--- config.mk ---
export PLATFORM = sky130hd
export DESIGN_NAME = wb_stage
export DESIGN_NICKNAME = d
export VERILOG_FILES = /design/src/rtl/wb_stage.sv
export SDC_FILE = /design/constraint.sdc
export NUM_CORES = 1
export LEC_CHECK = 0
export BUFFER_PORTS_ARGS = -buffer_cell sky130_fd_sc_hd__buf_2
export CORE_ASPECT_RATIO = 1.5
export CORE_UTILIZATION = 40
export CTS_CLUSTER_DIAMETER = 50
export DETAILED_ROUTE_END_ITERATION = 7
export MAX_ROUTING_LAYER = met4
export PLACE_DENSITY = 0.66
export SLEW_MARGIN = 20
export SYNTH_ARGS = -nofsm -noshare
export SYNTH_HDL_FRONTEND = slang
export SYNTH_SLANG_ARGS = --single-unit
--- constraint.sdc ---
create_clock -name clk -period 2.7 [get_ports clk]
set_input_delay 0.405 -clock clk [delete_from_list [all_inputs] [get_ports clk]]
set_output_delay 0.405 -clock clk [all_outputs]
set_load 0.05 [all_outputs]
--- src/rtl/wb_stage.sv ---
// wb_stage: MEM/WB pipeline register, sub-word load extraction and
// register-file write-port generation for the 5-stage MIPS pipeline.
module wb_stage #(
   parameter logic [31:0] RESET_PC = 32'h0000_0000
) (
   input  logic        clk,
   input  logic        rst,
   input  logic        stall,
   input  logic        flush,
   input  logic        MEMtoWB_Valid,
   input  logic [31:0] MEMtoWB_PC,
   input  logic [31:0] MEMtoWB_ALUResult,
   input  logic [31:0] MEMtoWB_ReadData,
   input  logic [4:0]  MEMtoWB_Rd,
   input  logic        MEMtoWB_RegWrite,
   input  logic        MEMtoWB_MemtoReg,
   input  logic        MEMtoWB_Link,
   input  logic [2:0]  MEMtoWB_LoadType,
   output logic [4:0]  writeReg,
   output logic [31:0] writeData,
   output logic        RegWrite,
   output logic [31:0] WB_PC,
   output logic        misaligned,
   output logic [31:0] retired_count
);

   localparam int unsigned XLEN   = 32;
   localparam int unsigned HALF_W = 16;
   localparam int unsigned BYTE_W = 8;

   localparam logic [2:0] LT_LH  = 3'b001;
   localparam logic [2:0] LT_LHU = 3'b010;
   localparam logic [2:0] LT_LB  = 3'b011;
   localparam logic [2:0] LT_LBU = 3'b100;

   logic              valid;
   logic [XLEN-1:0]   pc;
   logic [XLEN-1:0]   alu;
   logic [XLEN-1:0]   rdata;
   logic [4:0]        rd;
   logic              regwrite;
   logic              memtoreg;
   logic              link;
   logic [2:0]        loadtype;
   logic              done;

   logic [1:0]        off;
   logic [HALF_W-1:0] half_sel;
   logic [BYTE_W-1:0] byte_sel;
   logic [XLEN-1:0]   load_data;
   logic              is_half;
   logic              is_word;

   // MEM/WB register: reset > flush > stall > load; done blocks repeat writes while stalled
   always_ff @(posedge clk) begin
      if (rst || flush) begin
         valid    <= 1'b0;
         pc       <= RESET_PC;
         alu      <= '0;
         rdata    <= '0;
         rd       <= '0;
         regwrite <= 1'b0;
         memtoreg <= 1'b0;
         link     <= 1'b0;
         loadtype <= '0;
         done     <= 1'b0;
         if (rst) begin
            retired_count <= '0;
         end
      end else if (stall) begin
         done <= done | RegWrite;
      end else begin
         valid    <= MEMtoWB_Valid;
         pc       <= MEMtoWB_PC;
         alu      <= MEMtoWB_ALUResult;
         rdata    <= MEMtoWB_ReadData;
         rd       <= MEMtoWB_Rd;
         regwrite <= MEMtoWB_RegWrite;
         memtoreg <= MEMtoWB_MemtoReg;
         link     <= MEMtoWB_Link;
         loadtype <= MEMtoWB_LoadType;
         done     <= 1'b0;
         if (MEMtoWB_Valid) begin
            retired_count <= retired_count + XLEN'(1);
         end
      end
   end

   // Sub-word load extraction; unknown load codes behave as lw
   always_comb begin
      off      = alu[1:0];
      half_sel = off[1] ? rdata[31:16] : rdata[15:0];
      byte_sel = rdata[7:0];
      case (off)
         2'd0:    byte_sel = rdata[7:0];
         2'd1:    byte_sel = rdata[15:8];
         2'd2:    byte_sel = rdata[23:16];
         default: byte_sel = rdata[31:24];
      endcase
      is_half = 1'b0;
      is_word = 1'b0;
      case (loadtype)
         LT_LH: begin
            load_data = {{(XLEN-HALF_W){half_sel[HALF_W-1]}}, half_sel};
            is_half   = 1'b1;
         end
         LT_LHU: begin
            load_data = {{(XLEN-HALF_W){1'b0}}, half_sel};
            is_half   = 1'b1;
         end
         LT_LB:   load_data = {{(XLEN-BYTE_W){byte_sel[BYTE_W-1]}}, byte_sel};
         LT_LBU:  load_data = {{(XLEN-BYTE_W){1'b0}}, byte_sel};
         default: begin
            load_data = rdata;
            is_word   = 1'b1;
         end
      endcase
   end

   // Write-port generation from the held entry
   always_comb begin
      misaligned = valid & memtoreg & ((is_word & (off != 2'd0)) | (is_half & off[0]));
      writeReg   = link ? 5'd31 : rd;
      if (link) begin
         writeData = pc + XLEN'(4);
      end else if (memtoreg) begin
         writeData = load_data;
      end else begin
         writeData = alu;
      end
      RegWrite = valid & regwrite & ~done & ~misaligned & (writeReg != 5'd0);
      WB_PC    = pc;
   end

endmodule

== Yosys cells after proc, flatten, opt, wreduce, memory -nomap -nowiden ==
Cells that the tools add are included.

* Input bits: 112
* Register bits: 141
* Output and inout bits: 103
* Logic and storage cells: 55

* Mux-type cells: 12
* Eq/ne operators: 8
* Reductions and logical operators: 9
* Bitwise operators: 13
* $add $sub $neg: 2

{| class="wikitable"
|+ Operators by type and width
! kind !! count
|-
| 32-bit 2-to-1 mux || 6
|-
| 32-bit case mux with 4 select lines || 1
|-
| 32-bit by 1-bit adder with 32-bit output (second input constant) || 1
|-
| 32-bit by 3-bit adder with 32-bit output (second input constant) || 1
|-
| 8-bit case mux with 3 select lines || 1
|-
| 16-bit 2-to-1 mux || 1
|-
| 1-bit bitwise AND || 8
|-
| 3-bit by 2-bit equality test with 1-bit output (second input constant) || 2
|-
| 5-bit 2-to-1 mux || 1
|-
| 5-bit nonzero test || 1
|-
| 2-bit nonzero test || 2
|-
| 2-bit OR reduction || 2
|-
| 4-bit OR reduction || 1
|-
| 3-bit by 1-bit equality test with 1-bit output (second input constant) || 1
|-
| 3-bit equality test (second input constant) || 1
|-
| 1-bit inverter || 3
|-
| 3-bit AND reduction || 1
|-
| 2-bit by 1-bit equality test with 1-bit output (second input constant) || 1
|-
| 2-bit equality test (second input constant) || 1
|-
| 2-bit logical NOT || 1
|-
| 1-bit 2-to-1 mux || 2
|-
| 2-bit by 1-bit inequality test with 1-bit output (second input constant) || 1
|-
| 2-bit inequality test (second input constant) || 1
|-
| 1-bit bitwise OR || 2
|-
| 1-bit logical OR || 1
|}

== Depth between registers and ports, before layout ==
* Depth after elaboration: 10
* Gate-level depth with buffers: 7
* Depth with buffers taken out: 6

== Worst setup path before layout ==
Ideal clock, no wire load.

* Path kind: in2reg
* From: input port stall
* To: register retired_count[0] (enable)
* Data required time: 2.272 ns
* Setup slack: -0.170 ns
* Arrival: 2.442 ns
* Cell stages on the path: 5
* Buffers on the path: 2
* Library setup time: 0.428 ns
* Cell sequence: clkbuf_1 > buf_2 > inv_1 > nand2_1 > o21bai_1

* Longest elaborated chain between the ends: 2

{| class="wikitable"
|+ Ends and longest elaborated chain
! element !! RTL line !! text
|-
| start: declaration || 8 || <nowiki>input logic stall,</nowiki>
|-
| 2-bit by 1-bit inequality test with 1-bit output (no source line) || - ||
|-
| 3-bit AND reduction (no source line) || - ||
|-
| end signal: assignment || 84 || <nowiki>retired_count <= retired_count + XLEN'(1);</nowiki>
|-
| end: declaration || 24 || <nowiki>output logic [31:0] retired_count</nowiki>
|}

No other way between the ends.
A chain may end at the register's enable or synchronous reset.

== Final worst setup path ==
* From: register loadtype[2]
* To: output port writeData[3]

* Longest elaborated chain between the ends: 4
* Elaborated cells between the ends (all ways): 7
* Classes of those cells: eq/ne: 4; mux: 3

{| class="wikitable"
|+ Ends and longest elaborated chain
! element !! RTL line !! text
|-
| start: declaration || 44 || <nowiki>logic [2:0] loadtype;</nowiki>
|-
| start signal: assignment || 81 || <nowiki>loadtype <= MEMtoWB_LoadType;</nowiki>
|-
| 3-bit equality test (tied with other cells) || 102 || <nowiki>case (loadtype)</nowiki>
|-
| 32-bit case mux with 4 select lines * || 102 ||
|-
| 32-bit 2-to-1 mux * || 126 || <nowiki>end else if (memtoreg) begin</nowiki>
|-
| 32-bit 2-to-1 mux * || 124 || <nowiki>if (link) begin</nowiki>
|-
| end: declaration || 20 || <nowiki>output logic [31:0] writeData,</nowiki>
|}

Mark *: on every way between the ends. The rest lies on a longest branch, timed or not.

==> qor.csv <==
stage;metric;value;unit
worst_setup_path;Critical Path AT;2230;ps
sta;Max-Slew Margin vs Limit;0.6229;
logic_synthesis;ys flop type;dfxtp_1;
logic_synthesis;syn_nets;943;
logic_synthesis;Distinct cells, synth;64;
floorplan;Core Area;18550;um^2
global_routing;largest net degree at the start of global routing;61;
worst_setup_path;internal reg-to-reg setup slack;720;ps
clock_network;root buffer cell;clkbuf_16;
sta;Final Setup Violations;0;
place;GP Congestion;0.9169;
worst_setup_path;Crit path largest cell delay;430;ps
clock_network;CTS tree;done;
clock_network;H-tree Lvls;4;
drt;total wire length;24.14;mm
sta;Final Hold Fails;0;
global_routing;all-layer global routing usage;0.2527;
clock_network;Clock Latency Late Sink;420;ps
cells_and_area;multi-input logic area;4347;um^2
cells_and_area;register area;3172;um^2
power_and_ir_drop;leak pwr;4.396;nW
power_and_ir_drop;total power;5.738;mW
hold_path;worst min path class;in2reg;
worst_setup_path;FF-to-FF Start;retired_count[12]$_SDFFCE_PP0P_;
drt;Vias per Instance;5.326;
drt;vias post-DR;6998;
hold_path;WHS Path Cells;3;
worst_setup_path;Reg-to-Reg End;retired_count[17]$_SDFFCE_PP0P_;
sta;Final Critical Period;2632;ps
cells_and_area;commonest non-fill, non-tap cell in the layout;buf_2;
hold_path;Hold Path End;alu[25]$_SDFFE_PP0N_;
cells_and_area;commonest non-fill, non-tap cells in the layout;191 x buf_2, 162 x nor2_1, 114 x mux2i_1;
worst_setup_path;CP Class;reg2out;
cells_and_area;layout cells sized above 1;0.3371;
clock_network;clock-pin slew of the registers on the worst-case setup and hold paths;60;ps
worst_setup_path;Worst setup SP type;register;
sta;Max Freq;379.9;MHz
drt;Final ANT Viol Nets;0;
floorplan;Die W;114.4;um
worst_setup_path;Req. time, crit path;2300;ps
floorplan;Rows;61;
power_and_ir_drop;Power Density;572.4;nW/um^2
cells_and_area;ant diodes;0;
clock_network;clock tree buffer depth;2;
floorplan;Die Ht;170.6;um
power_and_ir_drop;Peak VDD IR;0.4451;mV
global_routing;vias in the first global route;6662;
drt;drt wl/cell;18.37;um
drt;Initial DRC Count;447;
logic_synthesis;Seq/Total Area, Yosys;0.4145;
global_routing;initial antenna violation count;0;
sta;Worst Tran Pin Value;562.6;ps
sta;clock skew;9.066;ps
flow_run;Max Cap Viol;0;
worst_setup_path;CP top delay family;compound AO/OA/AOI/OAI gates;
drt;drt pass-1 iters;7;
logic_synthesis;Mapped Cells;829;
cells_and_area;Area Growth Syn to Fin;32.17;%
floorplan;die area;19520;um^2
worst_setup_path;Buffers & Inverters on Critical Path;1;
hold_path;hold path start;MEMtoWB_ALUResult[25];
worst_setup_path;CP max-delay cell;dfxtp_2;
logic_synthesis;Post-synth EDFFs;32;
sta;Worst Setup Slack, final;67.74;ps
clock_network;Sink Count;141;
worst_setup_path;CP max FO;8;
logic_synthesis;syn_area_per_cell;9.148;um^2
worst_setup_path;worst-case reg-to-reg path depth;5;
place;pre-CTS WS;215.4;ps
worst_setup_path;critical path endpoint category;output port;
floorplan;IO Pins;215;
global_routing;Congestion Overflow GR;0;
cells_and_area;nets@finish;1163;
status;status;completed;
sta;Tcrit/Tclk final;0.9749;
worst_setup_path;crit path from;loadtype[2]$_SDFFE_PP0N_;
logic_synthesis;FF+latch count, synth;141;
logic_synthesis;YS warnings;0;
cells_and_area;Final Util;0.5404;
drt;# DRC;0;
worst_setup_path;crit-path cells;and2b_2, a22o_2, o211ai_1, a21oi_1, a221o_1, buf_2;
logic_synthesis;asr flop ratio synth;0;
logic_synthesis;synthesized area;7584;um^2
global_routing;first-pass GRT wire length;36.04;mm
clock_network;total CTS buffers;17;
place;DP Wirelength;18.18;mm
floorplan;Initial Utilization;0.4089;
place;Buffers on Ports;214;
sta;final slew viol count;0;
cells_and_area;fill count;1762;
-- metal layers --
layer,routed length (um),global-route usage,up-vias
met3,1046,0.03967,60
met4,1068,0.1366,0
met1,9232,0.2654,3303
met2,12790,0.4503,234
li1,-,-,3401
met5,0,-,-
-- final cells by class --
type / count / share of cell area
multi-input combinational: 624 / 0.4337
clock inverter: 11 / 0.01573
clock buffer: 21 / 0.04494
sequential: 141 / 0.3164
tap: 252 / 0.03146
inverter: 12 / 0.004494
timing repair buffer: 253 / 0.1533
-- synthesized netlist by cell type, types with 3 or more instances --
cell type / number / area share
inv_1: 11 / 0.0054
xor2_1: 31 / 0.036
o31ai_1: 4 / 0.0040
o21ai_0: 30 / 0.020
edfxtp_1: 32 / 0.13
nand2b_1: 4 / 0.0033
a2bb2oi_1: 5 / 0.0058
xnor2_1: 27 / 0.031
o311a_1: 3 / 0.0040
o221ai_1: 3 / 0.0035
nand3_1: 30 / 0.020
or2_2: 8 / 0.0066
nor2_1: 163 / 0.081
mux2i_1: 116 / 0.15
and3_1: 8 / 0.0066
dfxtp_1: 109 / 0.29
nand4_1: 19 / 0.016
o21bai_1: 15 / 0.015
nand3b_1: 3 / 0.0030
a22oi_1: 9 / 0.0089
nor2_2: 3 / 0.0025
buf_1: 5 / 0.0025
buf_2: 14 / 0.0092
nor2b_1: 6 / 0.0050
a31oi_1: 6 / 0.0050
nor4_4: 3 / 0.0084
a21oi_1: 31 / 0.020
clkbuf_1: 32 / 0.016
o2bb2ai_1: 14 / 0.016
nand2_1: 36 / 0.018
and4_1: 3 / 0.0035
mux2_2: 4 / 0.0059
-- worst max-delay path by stage --
| stage | to | slack, ps | cells after the start |
|---|---|---|---|
| floorplan | writeData[30] | 10 | 6 |
| global placement | writeData[13] | 220 | 6 |
| detailed placement | writeData[11] | 220 | 6 |
| CTS | writeData[22] | -8 | 7 |
| global route | writeData[3] | -4 | 5 |
| finish | writeData[3] | 70 | 6 |
-- kinds of logic (layout without fill, tap and decap cells) --
logic type	after synthesis	after routing	synth area share
and+or+nand+nor	304	304	0.1957
DFF	141	141	0.4145
AOI/OAI and AO/OA	140	140	0.1261
muxes	120	120	0.1590
buffers and inverters	64	297	0.03448
xor gates and xnor gates	58	58	0.06699
adders and majority gates	2	2	0.003299
-- tightest hold or removal path: cells and delay by family --
kind / cells / cell delay (ps)
multiplexers: 1 / 50
AND/OR/NAND/NOR: 1 / 70
buffers and inverters: 1 / 70
-- sequential cells by signal, indices dropped and copies added (netlist names) --
| signal | flops |
|---|---|
| retired_count | 32 |
| rd | 5 |
| WB_PC | 32 |
| memtoreg | 1 |
| alu | 32 |
| link | 1 |
| rdata | 32 |
| regwrite | 1 |
| loadtype | 3 |
| valid | 1 |
| done | 1 |
-- power breakdown --
group	total, mW	switching (mW)	leakage, nW	internal [mW]
clock	2.43	0.942	0.289	1.49
sequential	2.35	0.0994	1.23	2.25
combinational	0.959	0.624	2.88	0.334
total	5.74	1.67	4.40	4.07
-- timing repair --
item / 4_1_cts / 5_1_grt
gates resized for setup: 35 / 33
hold buffers: 0 / 0
endpoints found under the setup margin: 32 / 29
setup buffers: 2 / 2
gates cloned: 0 / 1
pin swaps: 3 / 3
-- through the flow --
stage / hold WS, ps / setup TNS [ps] / cells / instance area [um^2]
5_1_grt: 211.8 / -6.348 / 1314 / 10020
6_report: 209.4 / 0 / 1314 / 10020
3_5_place_dp: 459.4 / 0 / 1277 / 9180
4_1_cts: 200.7 / -10.30 / 1311 / 9920
3_3_place_gp: 441.3 / 0 / 1277 / 9180
2_1_floorplan: 428.3 / 0 / 829 / 7632
No activity file was read; power rests on OpenSTA's default activity.
